--- src/rtl/me_block_sequencer.sv ---
// me_block_sequencer
//
// Sequences one motion-estimation job per macroblock in front of the
// Me_engine. For each block it streams CUR_WORDS current-block words and
// REF_WORDS reference-window words into the engine memories, then pulses
// eng_go. It waits for eng_done, returns the captured motion vector on a
// valid/ready port, and holds the engine in reset for RST_CYCLES before
// the next block. This repeats num_blocks times per accepted start.
//
// Ports:
//   clk, reset        clock; synchronous active-low reset
//   start, num_blocks job start pulse and block count (latched)
//   range_r           search range (latched, driven on eng_r)
//   s_data/s_valid/s_ready            input word stream
//   eng_reset/eng_go/eng_r            engine control
//   eng_addr_cur/eng_data_cur/eng_we_cur  current-memory write port
//   eng_addr_ref/eng_data_ref/eng_we_ref  reference-memory write port
//   eng_done/eng_m_i/eng_m_j          engine completion and result
//   mv_valid/mv_ready/mv_i/mv_j/mv_block_idx  result port
//   busy              high whenever not idle
//   timeout_err       sticky engine timeout flag

module me_block_sequencer #(
    parameter int CUR_WORDS      = 32,
    parameter int REF_WORDS      = 128,
    parameter int RST_CYCLES     = 3,
    parameter int TIMEOUT_CYCLES = 65535
) (
    input  logic        clk,
    input  logic        reset,
    input  logic        start,
    input  logic [15:0] num_blocks,
    input  logic [1:0]  range_r,
    input  logic [63:0] s_data,
    input  logic        s_valid,
    output logic        s_ready,
    output logic        eng_reset,
    output logic        eng_go,
    output logic [1:0]  eng_r,
    output logic [4:0]  eng_addr_cur,
    output logic [63:0] eng_data_cur,
    output logic        eng_we_cur,
    output logic [6:0]  eng_addr_ref,
    output logic [63:0] eng_data_ref,
    output logic        eng_we_ref,
    input  logic        eng_done,
    input  logic [7:0]  eng_m_i,
    input  logic [7:0]  eng_m_j,
    output logic        mv_valid,
    input  logic        mv_ready,
    output logic [7:0]  mv_i,
    output logic [7:0]  mv_j,
    output logic [15:0] mv_block_idx,
    output logic        busy,
    output logic        timeout_err
);

    localparam int TO_W  = $clog2(TIMEOUT_CYCLES + 1);
    localparam int RST_W = $clog2(RST_CYCLES + 1);

    localparam logic [6:0]       CUR_LAST = 7'(CUR_WORDS - 1);
    localparam logic [6:0]       REF_LAST = 7'(REF_WORDS - 1);
    localparam logic [TO_W-1:0]  TO_LAST  = TO_W'(TIMEOUT_CYCLES - 1);
    localparam logic [TO_W-1:0]  TO_ONE   = TO_W'(1);
    localparam logic [RST_W-1:0] RST_LAST = RST_W'(RST_CYCLES - 1);
    localparam logic [RST_W-1:0] RST_ONE  = RST_W'(1);

    typedef enum logic [2:0] {
        IDLE, LOAD_CUR, LOAD_REF, GO, WAIT_DONE, RESULT, ENG_RST
    } state_t;

    state_t      state_q, state_d;
    logic [6:0]  word_cnt_q, word_cnt_d;
    logic [TO_W-1:0]  to_cnt_q, to_cnt_d;
    logic [RST_W-1:0] rst_cnt_q, rst_cnt_d;
    logic [15:0] blk_idx_q, blk_idx_d;
    logic [15:0] num_blocks_q, num_blocks_d;
    logic [1:0]  range_q, range_d;
    logic        abort_q, abort_d;
    logic        timeout_err_q, timeout_err_d;
    logic        s_ready_q, s_ready_d;
    logic        eng_reset_q, eng_reset_d;
    logic        busy_q, busy_d;
    logic        eng_go_q, eng_go_d;
    logic        we_cur_q, we_cur_d;
    logic [4:0]  addr_cur_q, addr_cur_d;
    logic [63:0] data_cur_q, data_cur_d;
    logic        we_ref_q, we_ref_d;
    logic [6:0]  addr_ref_q, addr_ref_d;
    logic [63:0] data_ref_q, data_ref_d;
    logic        mv_valid_q, mv_valid_d;
    logic [7:0]  mv_i_q, mv_i_d;
    logic [7:0]  mv_j_q, mv_j_d;
    logic [15:0] mv_idx_q, mv_idx_d;
    logic        hs;

    // s_ready_q is the port value, so a handshake is exactly what the
    // upstream producer observes.
    assign hs = s_valid && s_ready_q;

    always_comb begin
        state_d       = state_q;
        word_cnt_d    = word_cnt_q;
        to_cnt_d      = to_cnt_q;
        rst_cnt_d     = rst_cnt_q;
        blk_idx_d     = blk_idx_q;
        num_blocks_d  = num_blocks_q;
        range_d       = range_q;
        abort_d       = abort_q;
        timeout_err_d = timeout_err_q;
        eng_go_d      = 1'b0;
        we_cur_d      = 1'b0;
        addr_cur_d    = addr_cur_q;
        data_cur_d    = data_cur_q;
        we_ref_d      = 1'b0;
        addr_ref_d    = addr_ref_q;
        data_ref_d    = data_ref_q;
        mv_valid_d    = mv_valid_q;
        mv_i_d        = mv_i_q;
        mv_j_d        = mv_j_q;
        mv_idx_d      = mv_idx_q;

        case (state_q)
            IDLE: begin
                if (start && (num_blocks != 16'd0)) begin
                    num_blocks_d  = num_blocks;
                    range_d       = range_r;
                    timeout_err_d = 1'b0;
                    abort_d       = 1'b0;
                    blk_idx_d     = 16'd0;
                    word_cnt_d    = 7'd0;
                    state_d       = LOAD_CUR;
                end
            end
            LOAD_CUR: begin
                if (hs) begin
                    we_cur_d   = 1'b1;
                    addr_cur_d = word_cnt_q[4:0];
                    data_cur_d = s_data;
                    if (word_cnt_q == CUR_LAST) begin
                        word_cnt_d = 7'd0;
                        state_d    = LOAD_REF;
                    end else begin
                        word_cnt_d = word_cnt_q + 7'd1;
                    end
                end
            end
            LOAD_REF: begin
                if (hs) begin
                    we_ref_d   = 1'b1;
                    addr_ref_d = word_cnt_q;
                    data_ref_d = s_data;
                    if (word_cnt_q == REF_LAST) begin
                        word_cnt_d = 7'd0;
                        state_d    = GO;
                    end else begin
                        word_cnt_d = word_cnt_q + 7'd1;
                    end
                end
            end
            GO: begin
                // GO coincides with the final ref write, so eng_go lands
                // one cycle after the reference memory is complete.
                eng_go_d = 1'b1;
                to_cnt_d = '0;
                state_d  = WAIT_DONE;
            end
            WAIT_DONE: begin
                // A done level left over from the go cycle is not trusted.
                if (eng_done && !eng_go_q) begin
                    mv_i_d     = eng_m_i;
                    mv_j_d     = eng_m_j;
                    mv_idx_d   = blk_idx_q;
                    mv_valid_d = 1'b1;
                    state_d    = RESULT;
                end else if (to_cnt_q == TO_LAST) begin
                    timeout_err_d = 1'b1;
                    abort_d       = 1'b1;
                    blk_idx_d     = blk_idx_q + 16'd1;
                    rst_cnt_d     = '0;
                    state_d       = ENG_RST;
                end else begin
                    to_cnt_d = to_cnt_q + TO_ONE;
                end
            end
            RESULT: begin
                if (mv_ready) begin
                    mv_valid_d = 1'b0;
                    blk_idx_d  = blk_idx_q + 16'd1;
                    rst_cnt_d  = '0;
                    state_d    = ENG_RST;
                end
            end
            ENG_RST: begin
                if (rst_cnt_q == RST_LAST) begin
                    word_cnt_d = 7'd0;
                    if (abort_q || (blk_idx_q == num_blocks_q)) begin
                        state_d = IDLE;
                    end else begin
                        state_d = LOAD_CUR;
                    end
                end else begin
                    rst_cnt_d = rst_cnt_q + RST_ONE;
                end
            end
            default: state_d = IDLE;
        endcase

        // Level outputs are registered from the next state so they change
        // on the same edge as the state register.
        eng_reset_d = (state_d == IDLE) || (state_d == ENG_RST);
        s_ready_d   = (state_d == LOAD_CUR) || (state_d == LOAD_REF);
        busy_d      = (state_d != IDLE);
    end

    always_ff @(posedge clk) begin
        if (!reset) begin
            state_q       <= IDLE;
            word_cnt_q    <= 7'd0;
            to_cnt_q      <= '0;
            rst_cnt_q     <= '0;
            blk_idx_q     <= 16'd0;
            num_blocks_q  <= 16'd0;
            range_q       <= 2'd0;
            abort_q       <= 1'b0;
            timeout_err_q <= 1'b0;
            s_ready_q     <= 1'b0;
            eng_reset_q   <= 1'b1;
            busy_q        <= 1'b0;
            eng_go_q      <= 1'b0;
            we_cur_q      <= 1'b0;
            addr_cur_q    <= 5'd0;
            data_cur_q    <= 64'd0;
            we_ref_q      <= 1'b0;
            addr_ref_q    <= 7'd0;
            data_ref_q    <= 64'd0;
            mv_valid_q    <= 1'b0;
            mv_i_q        <= 8'd0;
            mv_j_q        <= 8'd0;
            mv_idx_q      <= 16'd0;
        end else begin
            state_q       <= state_d;
            word_cnt_q    <= word_cnt_d;
            to_cnt_q      <= to_cnt_d;
            rst_cnt_q     <= rst_cnt_d;
            blk_idx_q     <= blk_idx_d;
            num_blocks_q  <= num_blocks_d;
            range_q       <= range_d;
            abort_q       <= abort_d;
            timeout_err_q <= timeout_err_d;
            s_ready_q     <= s_ready_d;
            eng_reset_q   <= eng_reset_d;
            busy_q        <= busy_d;
            eng_go_q      <= eng_go_d;
            we_cur_q      <= we_cur_d;
            addr_cur_q    <= addr_cur_d;
            data_cur_q    <= data_cur_d;
            we_ref_q      <= we_ref_d;
            addr_ref_q    <= addr_ref_d;
            data_ref_q    <= data_ref_d;
            mv_valid_q    <= mv_valid_d;
            mv_i_q        <= mv_i_d;
            mv_j_q        <= mv_j_d;
            mv_idx_q      <= mv_idx_d;
        end
    end

    assign s_ready      = s_ready_q;
    assign eng_reset    = eng_reset_q;
    assign eng_go       = eng_go_q;
    assign eng_r        = range_q;
    assign eng_we_cur   = we_cur_q;
    assign eng_addr_cur = addr_cur_q;
    assign eng_data_cur = data_cur_q;
    assign eng_we_ref   = we_ref_q;
    assign eng_addr_ref = addr_ref_q;
    assign eng_data_ref = data_ref_q;
    assign mv_valid     = mv_valid_q;
    assign mv_i         = mv_i_q;
    assign mv_j         = mv_j_q;
    assign mv_block_idx = mv_idx_q;
    assign busy         = busy_q;
    assign timeout_err  = timeout_err_q;

endmodule

--- config.mk ---
export PLATFORM = sky130hd
export DESIGN_NAME = me_block_sequencer
export DESIGN_NICKNAME = d
export VERILOG_FILES = /design/src/rtl/me_block_sequencer.sv
export SDC_FILE = /design/constraint.sdc
export NUM_CORES = 1
export LEC_CHECK = 0
export BUFFER_PORTS_ARGS = -buffer_cell sky130_fd_sc_hd__buf_2
export CORE_ASPECT_RATIO = 0.9
export CORE_MARGIN = 2
export CORE_UTILIZATION = 56
export DETAILED_ROUTE_END_ITERATION = 7
export MAX_ROUTING_LAYER = met4
export PLACE_DENSITY = 0.85
export SLEW_MARGIN = 20
export SYNTH_ARGS = -nofsm -noshare
export SYNTH_HDL_FRONTEND = slang
export SYNTH_SLANG_ARGS = --single-unit
--- constraint.sdc ---
create_clock -name clk -period 5.4 [get_ports clk]
set_input_delay 0.54 -clock clk [delete_from_list [all_inputs] [get_ports clk]]
set_output_delay 0.54 -clock clk [all_outputs]
set_load 0.02 [all_outputs]
Word-level counts from Yosys, hierarchy flattened. Index checks and enable logic that the tools add are counted. W data, S select, Z words.

Add/subtract/negate cells: 4. Eq/ne operators: 24. Multiplexer cells: 40. Reductions and logical operators: 29.

Operators by type and width (count): $mux W16 (6); $pmux W16 S3 (1); $mux W7 (6); $add A16 B1 Y16 const B (2); $pmux W16 S2 (1); $pmux W7 S4 (1); $mux W3 (9); $pmux W3 S7 (1); $ne A2 B2 Y1 const B (10); $eq A16 B16 Y1 (1); $eq A16 B16 Y1 const B (1); $reduce_bool A16 Y1 (1); $reduce_and A5 Y1 (3); $eq A3 B3 Y1 const B (4); $reduce_and A2 Y1 (6); $eq A3 B2 Y1 const B (3); $reduce_bool A3 Y1 (3); $mux W1 (8); $mux W2 (4); $add A7 B1 Y7 const B (1); $eq A7 B5 Y1 const B (1); $eq A7 B7 Y1 const B (1); $eq A3 B1 Y1 const B (2); $logic_not A3 Y1 (2); other kinds (11) (19).

Bits in registers: 242. Bits of input ports: 104. Output and inout port bits: 182. Logic and storage cells: 119.

Longest topological paths before layout. Gate-level depths: netlist of the first run.

Word-level depth: 7. Depth in mapped cells: 9. Gate-level depth less buffers: 8.

Worst setup path before layout of the first run. OpenSTA, ideal clock, no wires.

Path kind: input to register. Start point: input port s_valid. End point: register word_cnt_q[4]. Setup time: 0.076 ns. Data arrival time: 1.965 ns. Data required time: 5.324 ns. Slack: 3.360 ns. Cell stages on the path: 6. Path buffers: 0. Cells stage by stage: nand2_1 maj3_1 o21ai_1 nand2_1 or4_1 a21boi_0.

Cells in the longest elaborated chain, start to end: 3. Elaborated cells on any way between the ends: 4. Those cells by class: eq/ne (2); reduce/logical (2).

Ends and longest elaborated chain: from (decl) (RTL line 35) `input logic s_valid,`; $logic_and A1 B1 Y1 * (RTL line 99) `assign hs = s_valid && s_ready_q;`; $ne A2 B2 Y1 (no line); $reduce_and A5 Y1 (no line) *; to (signal assigned) (RTL line 243) `word_cnt_q <= word_cnt_d;`; to (decl) (RTL line 73) `logic [6:0] word_cnt_q, word_cnt_d;`.

Every way passes the cells marked *; elsewhere a longest branch is shown, timed or not. A chain may end at the register's enable or synchronous reset.

Final worst setup path of the first run.
Start point: register state_q[2]. End point: register busy_q (netlist: busy).

Cells in the longest elaborated chain, start to end: 4. Elaborated cells on any way between the ends: 18. Those cells by class: eq/ne (6); mux (10); reduce/logical (2).

Ends and longest elaborated chain: from (decl) (RTL line 72) `state_t state_q, state_d;`; from (signal assigned) (RTL line 242) `state_q <= state_d;`; $mux W3, on equally long branches (RTL line 176, 140, 153); $mux W3, on equally long branches (RTL line 170, 136, 149); $pmux W3 S7 * (RTL line 123) `case (state_q)`; $reduce_bool A3 Y1 * (RTL line 213) `busy_d = (state_d != IDLE);`; to (signal assigned) (RTL line 253) `busy_q <= busy_d;`; to (decl) (RTL line 83) `logic busy_q, busy_d;`.

Marks and branches as above.

==> flow_summary_export.csv, run 1 <==
group,metric,value,unit
clocking,postCtsResizedCells,0,
worst_setup_path,r2r-end,"busy",
finish,drive_gt1_share,24.5,%
timing,tightest_slew,1040,ps
timing,fmax,0.363,GHz
timing,fin_ws,2650,ps
grt,track_usage,28.5,%
detailed_routing,wirelength,26400,um
timing,finalHoldViolCount,0,
timing,finalSetupViolCount,0,
clocking,clk_latency,510,ps
worst_setup_path,r2r-start,"state_q[2]",
timing,max_slew_margin,30.4,%
detailed_routing,drt_pre_antenna_iters,5,
clocking,clock_path_buffers,3,
worst_setup_path,cp.arrival,3150,ps
clocking,cts_root_buf,"clkbuf_16",
pwr,ir_drop,0.000279,V
worst_setup_path,path_cells,"inv_1 -> nand3_2 -> buf_4 -> o311a_1 -> a31oi_1 -> or3_1",
timing,setup_tns,0,ps
place,pre_cts_ws,2350,ps
detailed_routing,ant_nets,0,
grt,grt_pass1_wl,41700,um
synth,netlist_instances,1156,
clocking,cts_htree_levels,1,
worst_setup_path,worstPathMaxFanout,72,
detailed_routing,wl_per_cell,16.0,um
clocking,cts.clk_slew.worst_paths,60,ps
hold_path,hp-class,"in2reg",
synth,ys_warn_count,0,
status,outcome,"finished, final reports clean",
timing,report.final.slew_viol_count,0,
place,routabilityCongestion,0.908,
worst_setup_path,path_buf_inv,2,
detailed_routing,route.vias.total,8761,
floorplanning,coreArea,0.0170,mm2
finish,nets,1505,
floorplanning,die_area,0.0186,mm2
synth,ys_ff_latch,242,
detailed_routing,drt_iter0_drc,754,
place,dp_hpwl,17700,um
timing,whs,280,ps
synth,synth_area,0.00979,mm2
grt,grt_max_degree,127,
clocking,numClockSinks,242,
worst_setup_path,cp.required,5800,ps
synth,synth.net_count,1265,
worst_setup_path,cp_slowest_cell,"dfxtp_1",
place,port_buffers,285,
worst_setup_path,startpoint_type,"flip-flop",
clocking,cts_setup_buffers,0,
clocking,holdBufCountCts,0,
worst_setup_path,criticalPathCategory,"reg2reg",
synth,synth_edf_count,0,
floorplanning,rows,45,
grt,grt_pass1_vias,8379,
detailed_routing,drc_errors,0,
pwr,powerDensity,302,mW/mm2
synth,synthDistinctLibCells,54,
worst_setup_path,crit_start,"state_q[2]",
floorplanning,dieWidth,143,um
clocking,cts_tree,"yes",
timing,period_needed,2750,ps
worst_setup_path,crit_path_end_kind,"flip-flop",
worst_setup_path,cp_top_family,"buffers and inverters",
timing,finClkSkew,9.68,ps
pwr,p_leak,4.83,nW
grt,grt-ovfl-total,0,
grt,grt_antenna_before_repair,3,
floorplanning,die_h,129,um
synth,async_reset_ff_share,0,%
worst_setup_path,cp_num_cells,6,
worst_setup_path,rr_worst_depth,6,
synth,syn_area_per_cell,8.47,um2
floorplanning,ios,286,
clocking,numCtsBuffers,24,
synth,synth-main-ff-cell,"dfxtp_1",
flow_run,max-cap-violations,0,
timing,period_share,51.0,%
detailed_routing,routed_via_density,5.30,
worst_setup_path,endpoint,"busy",
finish,area_delta_synth_final,22.7,%
floorplanning,start_util,57.6,%
timing,rsz0062_at_grt,"no",
finish,final_cell_mix,"377 x nand2_1, 284 x buf_2, 242 x dfxtp_1",
worst_setup_path,cpPeakStageDelay,780,ps
finish,mostFrequentLayoutCell,"nand2_1",
synth,seq_area_frac_synth,49.5,%
worst_setup_path,ff2ff_setup_slack,2650,ps
[cell families (layout without fill, tap and decap cells)]
logic type      count (synthesis)  after routing  synth area share, %
fa+ha+maj                       6              6                0.741
buf+inv                        88            346                 3.88
other cells                     0              3                    0
mux                            18             18                 1.84
simple gates                  537            537                 23.7
flops                         242            242                 49.5
xor+xnor                       42             42                 3.76
compound gates                223            223                 16.6
[how the worst min path moves through the flow]
stage	end	depth (start not counted)	slack (ps)	startpoint
floorplan	rst_cnt_q[1]	2	430	rst_cnt_q[1]
global placement	rst_cnt_q[1]	2	440	rst_cnt_q[1]
detailed placement	rst_cnt_q[1]	2	450	rst_cnt_q[1]
CTS	mv_i[7]	3	260	eng_m_i[7]
global route	mv_i[4]	3	280	eng_m_i[4]
finish	mv_i[7]	3	280	eng_m_i[7]
[final cells by class]
type	instances	area [um2]
fill	1401	4990
sequential	242	4840
multi-input combinational	826	4600
timing repair buffer	291	1470
clock buffer	35	713
tap	235	294
clock inverter	9	45.0
inverter	11	41.3
antenna	3	7.51
[per-layer routing]
layer	global-route usage [%]	wire length (um)	vias up
met5	-	0	-
met4	8.65	656	0
met3	6.91	2040	51
met2	47.6	13000	316
met1	34.3	10700	4090
li1	-	-	4304
[where the power goes]
| group | leakage [nW] | switching (mW) | internal, mW |
|---|---|---|---|
| clock network | 0.385 | 0.688 | 0.916 |
| logic | 2.49 | 0.116 | 0.0902 |
| registers | 1.95 | 0.0174 | 1.81 |
| total | 4.83 | 0.821 | 2.81 |
[sequential cells by signal, indices dropped and copies added (netlist names), 5 cells and up]
register      cells
num_blocks_q     16
to_cnt_q         16
eng_data_cur     64
word_cnt_q        7
eng_addr_cur      5
mv_i              8
eng_addr_ref      7
eng_data_ref     64
mv_j              8
mv_block_idx     16
blk_idx_q        16
[synth_stat cells (all sizes together) (4+ instances only)]
master  instances  area [um2]
and2            6        37.5
xnor2          42         368
nand2         378        1420
dfxtp         242        4840
nand3          20         105
mux2i          18         180
clkbuf         64         260
inv            11        41.3
ha              5        62.6
a21oi          12        63.8
or3             8        50.1
nor4           19         119
nor3           15        75.1
nor2b          20         125
o22ai           4        25.0
nor2           37         139
a21boi        180        1360
buf            13        78.8
nor3b           4        35.0
o21ai          13        65.1
nand4          11        75.1
[metrics by stage]
step / utilization (%) / cells / cell area, um2 / total power, mW
after floorplan: - / 1156 / 9790 / 1.98
after global placement: 66.1 / 1605 / 11200 / 2.06
after detailed placement: 66.1 / 1605 / 11200 / 2.07
after CTS: 70.6 / 1649 / 12000 / 3.66
after global routing: 70.7 / 1652 / 12000 / 3.74
final: 70.7 / 1652 / 12000 / 3.63
[tightest hold or removal path, delay by kind of cell]
| kind | cells | cell delay [ps] |
|---|---|---|
| AO/OA/AOI/OAI | 1 | 60 |
| buffers and inverters | 1 | 90 |
| AND/OR/NAND/NOR | 1 | 40 |
Power figures use the tool's default switching activity.
==> run 2, diff against run 1 <==
--- a/config.mk
+++ b/config.mk
@@ -8,10 +8,10 @@
 export BUFFER_PORTS_ARGS = -buffer_cell sky130_fd_sc_hd__buf_2
 export CORE_ASPECT_RATIO = 0.9
 export CORE_MARGIN = 2
-export CORE_UTILIZATION = 56
+export CORE_UTILIZATION = 47
 export DETAILED_ROUTE_END_ITERATION = 7
 export MAX_ROUTING_LAYER = met4
-export PLACE_DENSITY = 0.85
+export PLACE_DENSITY = 0.76
 export SLEW_MARGIN = 20
 export SYNTH_ARGS = -nofsm -noshare
 export SYNTH_HDL_FRONTEND = slang
==> constraint.sdc (replaced) <==
create_clock -name clk -period 2.4 [get_ports clk]
set_input_delay 0.24 -clock clk [delete_from_list [all_inputs] [get_ports clk]]
set_output_delay 0.24 -clock clk [all_outputs]
set_load 0.02 [all_outputs]
==> flow_summary_export.csv, run 2 (synthesized netlist as in run 1, its figures left out) <==
group,metric,value,unit
floorplanning,coreArea,0.0206,mm2
hold_path,hold_start,"num_blocks[1]",
clocking,cts.clk_slew.worst_paths,60,ps
timing,max_slew_margin,63.9,%
floorplanning,ios,286,
grt,track_usage,25.4,%
finish,mostFrequentLayoutCell,"nand2_1",
place,placed_area,0.0114,mm2
worst_setup_path,cp.arrival,2590,ps
clocking,cts_root_buf,"clkbuf_16",
timing,finalSetupViolCount,0,
clocking,postCtsResizedCells,0,
grt,grt_pass1_vias,9029,
worst_setup_path,cp.required,2810,ps
timing,period_needed,2180,ps
detailed_routing,drt_pre_antenna_iters,5,
pwr,powerDensity,672,mW/mm2
grt,grt-ovfl-total,0,
timing,report.final.slew_viol_count,0,
worst_setup_path,crit_path_end_kind,"flip-flop",
place,routabilityCongestion,0.835,
detailed_routing,ant_nets,0,
timing,tightest_slew,541,ps
worst_setup_path,worstPathMaxFanout,48,
finish,finalNonFillerCells,1779,
finish,fin_area,0.0132,mm2
pwr,p_leak,5.32,nW
grt,grt_max_degree,118,
worst_setup_path,crit_start,"state_q[0]",
timing,setup_tns,0,ps
status,outcome,"finished, final reports clean",
clocking,numCtsBuffers,26,
floorplanning,start_util,47.4,%
detailed_routing,wl_per_cell,15.7,um
hold_path,hp-class,"in2reg",
floorplanning,dieWidth,156,um
finish,final_cell_mix,"378 x nand2_1, 284 x buf_2, 242 x dfxtp_1",
grt,grt_pass1_wl,44400,um
clocking,clock_path_buffers,3,
flow_run,max-cap-violations,0,
finish,final_util,63.9,%
detailed_routing,route.vias.total,9163,
place,dp_hpwl,17800,um
clocking,cts_tree,"yes",
clocking,cts_htree_levels,1,
place,port_buffers,285,
worst_setup_path,r2r-start,"state_q[0]",
timing,finClkSkew,13.2,ps
clocking,cts_setup_buffers,0,
finish,drive_gt1_share,23.8,%
detailed_routing,drc_errors,0,
floorplanning,die_h,141,um
timing,fmax,0.459,GHz
worst_setup_path,startpoint_type,"flip-flop",
finish,area_delta_synth_final,34.8,%
detailed_routing,wirelength,27900,um
finish,nets,1607,
clocking,numClockSinks,242,
detailed_routing,drt_iter0_drc,512,
grt,grt_antenna_before_repair,2,
floorplanning,die_area,0.0220,mm2
pwr,ir_drop,0.000495,V
detailed_routing,routed_via_density,5.15,
timing,rsz0062_at_grt,"no",
clocking,clk_latency,530,ps
timing,period_share,90.8,%
floorplanning,rows,50,
worst_setup_path,criticalPathCategory,"reg2reg",
timing,finalHoldViolCount,0,
place,dpl.cell_count,1642,
-- run 2: critical path, stage by stage, from the launching register on --
cell	delay (ps)
dfxtp_1	630
nand2b_1	310
or3_2	530
buf_4	310
nand2_1	150
a21boi_0	110
-- run 2: where the power goes --
| group | internal [mW] | switching [mW] |
|---|---|---|
| sequential | 4.07 | 0.0392 |
| combinational | 0.302 | 0.286 |
| clock | 2.52 | 1.65 |
-- run 2: metrics by stage --
step | power (mW) | hold WS [ps] | setup WS (ps)
after floorplan | 4.46 | 385 | 413
after global placement | 4.65 | 440 | 371
after detailed placement | 4.66 | 453 | 316
after CTS | 8.92 | 0.0376 | 284
after global routing | 9.14 | 19.4 | 90.6
final | 8.87 | 9.41 | 220
-- run 2: path summary, 6_finish.rpt --
kind / end / slack [ps] / cells past startpoint
setup reg to reg: eng_data_cur[35] / 220 / 5
hold reg to reg: eng_addr_cur[0] / 460 / 2
hold / removal: num_blocks_q[1] / 9 / 3
setup / recovery: eng_data_cur[35] / 220 / 5
-- run 2: area by class of cell --
type,count,area [um2]
timing repair buffer,391,2490
clock inverter,15,201
sequential,242,4840
tap,260,325
clock buffer,32,703
multi-input combinational,826,4580
antenna,2,5.00
fill,1699,7440
inverter,11,41.3
-- run 2: per-layer routing --
| layer | part of all wire [%] | track usage (%) | up-vias | wire length [um] |
|---|---|---|---|---|
| li1 | - | - | 4517 | - |
| met1 | 41 | 29.2 | 4287 | 11400 |
| met2 | 49 | 43.2 | 295 | 13600 |
| met3 | 7.1 | 6.09 | 64 | 1990 |
| met4 | 3.5 | 9.37 | 0 | 982 |
| met5 | 0 | - | - | 0 |
-- run 2: repair_timing --
| item | 4_1_cts | 5_1_grt |
|---|---|---|
| hold buffers | 88 | 0 |
| endpoints found under the hold margin | 150 | 0 |
| endpoints found under the setup margin | 0 | 0 |
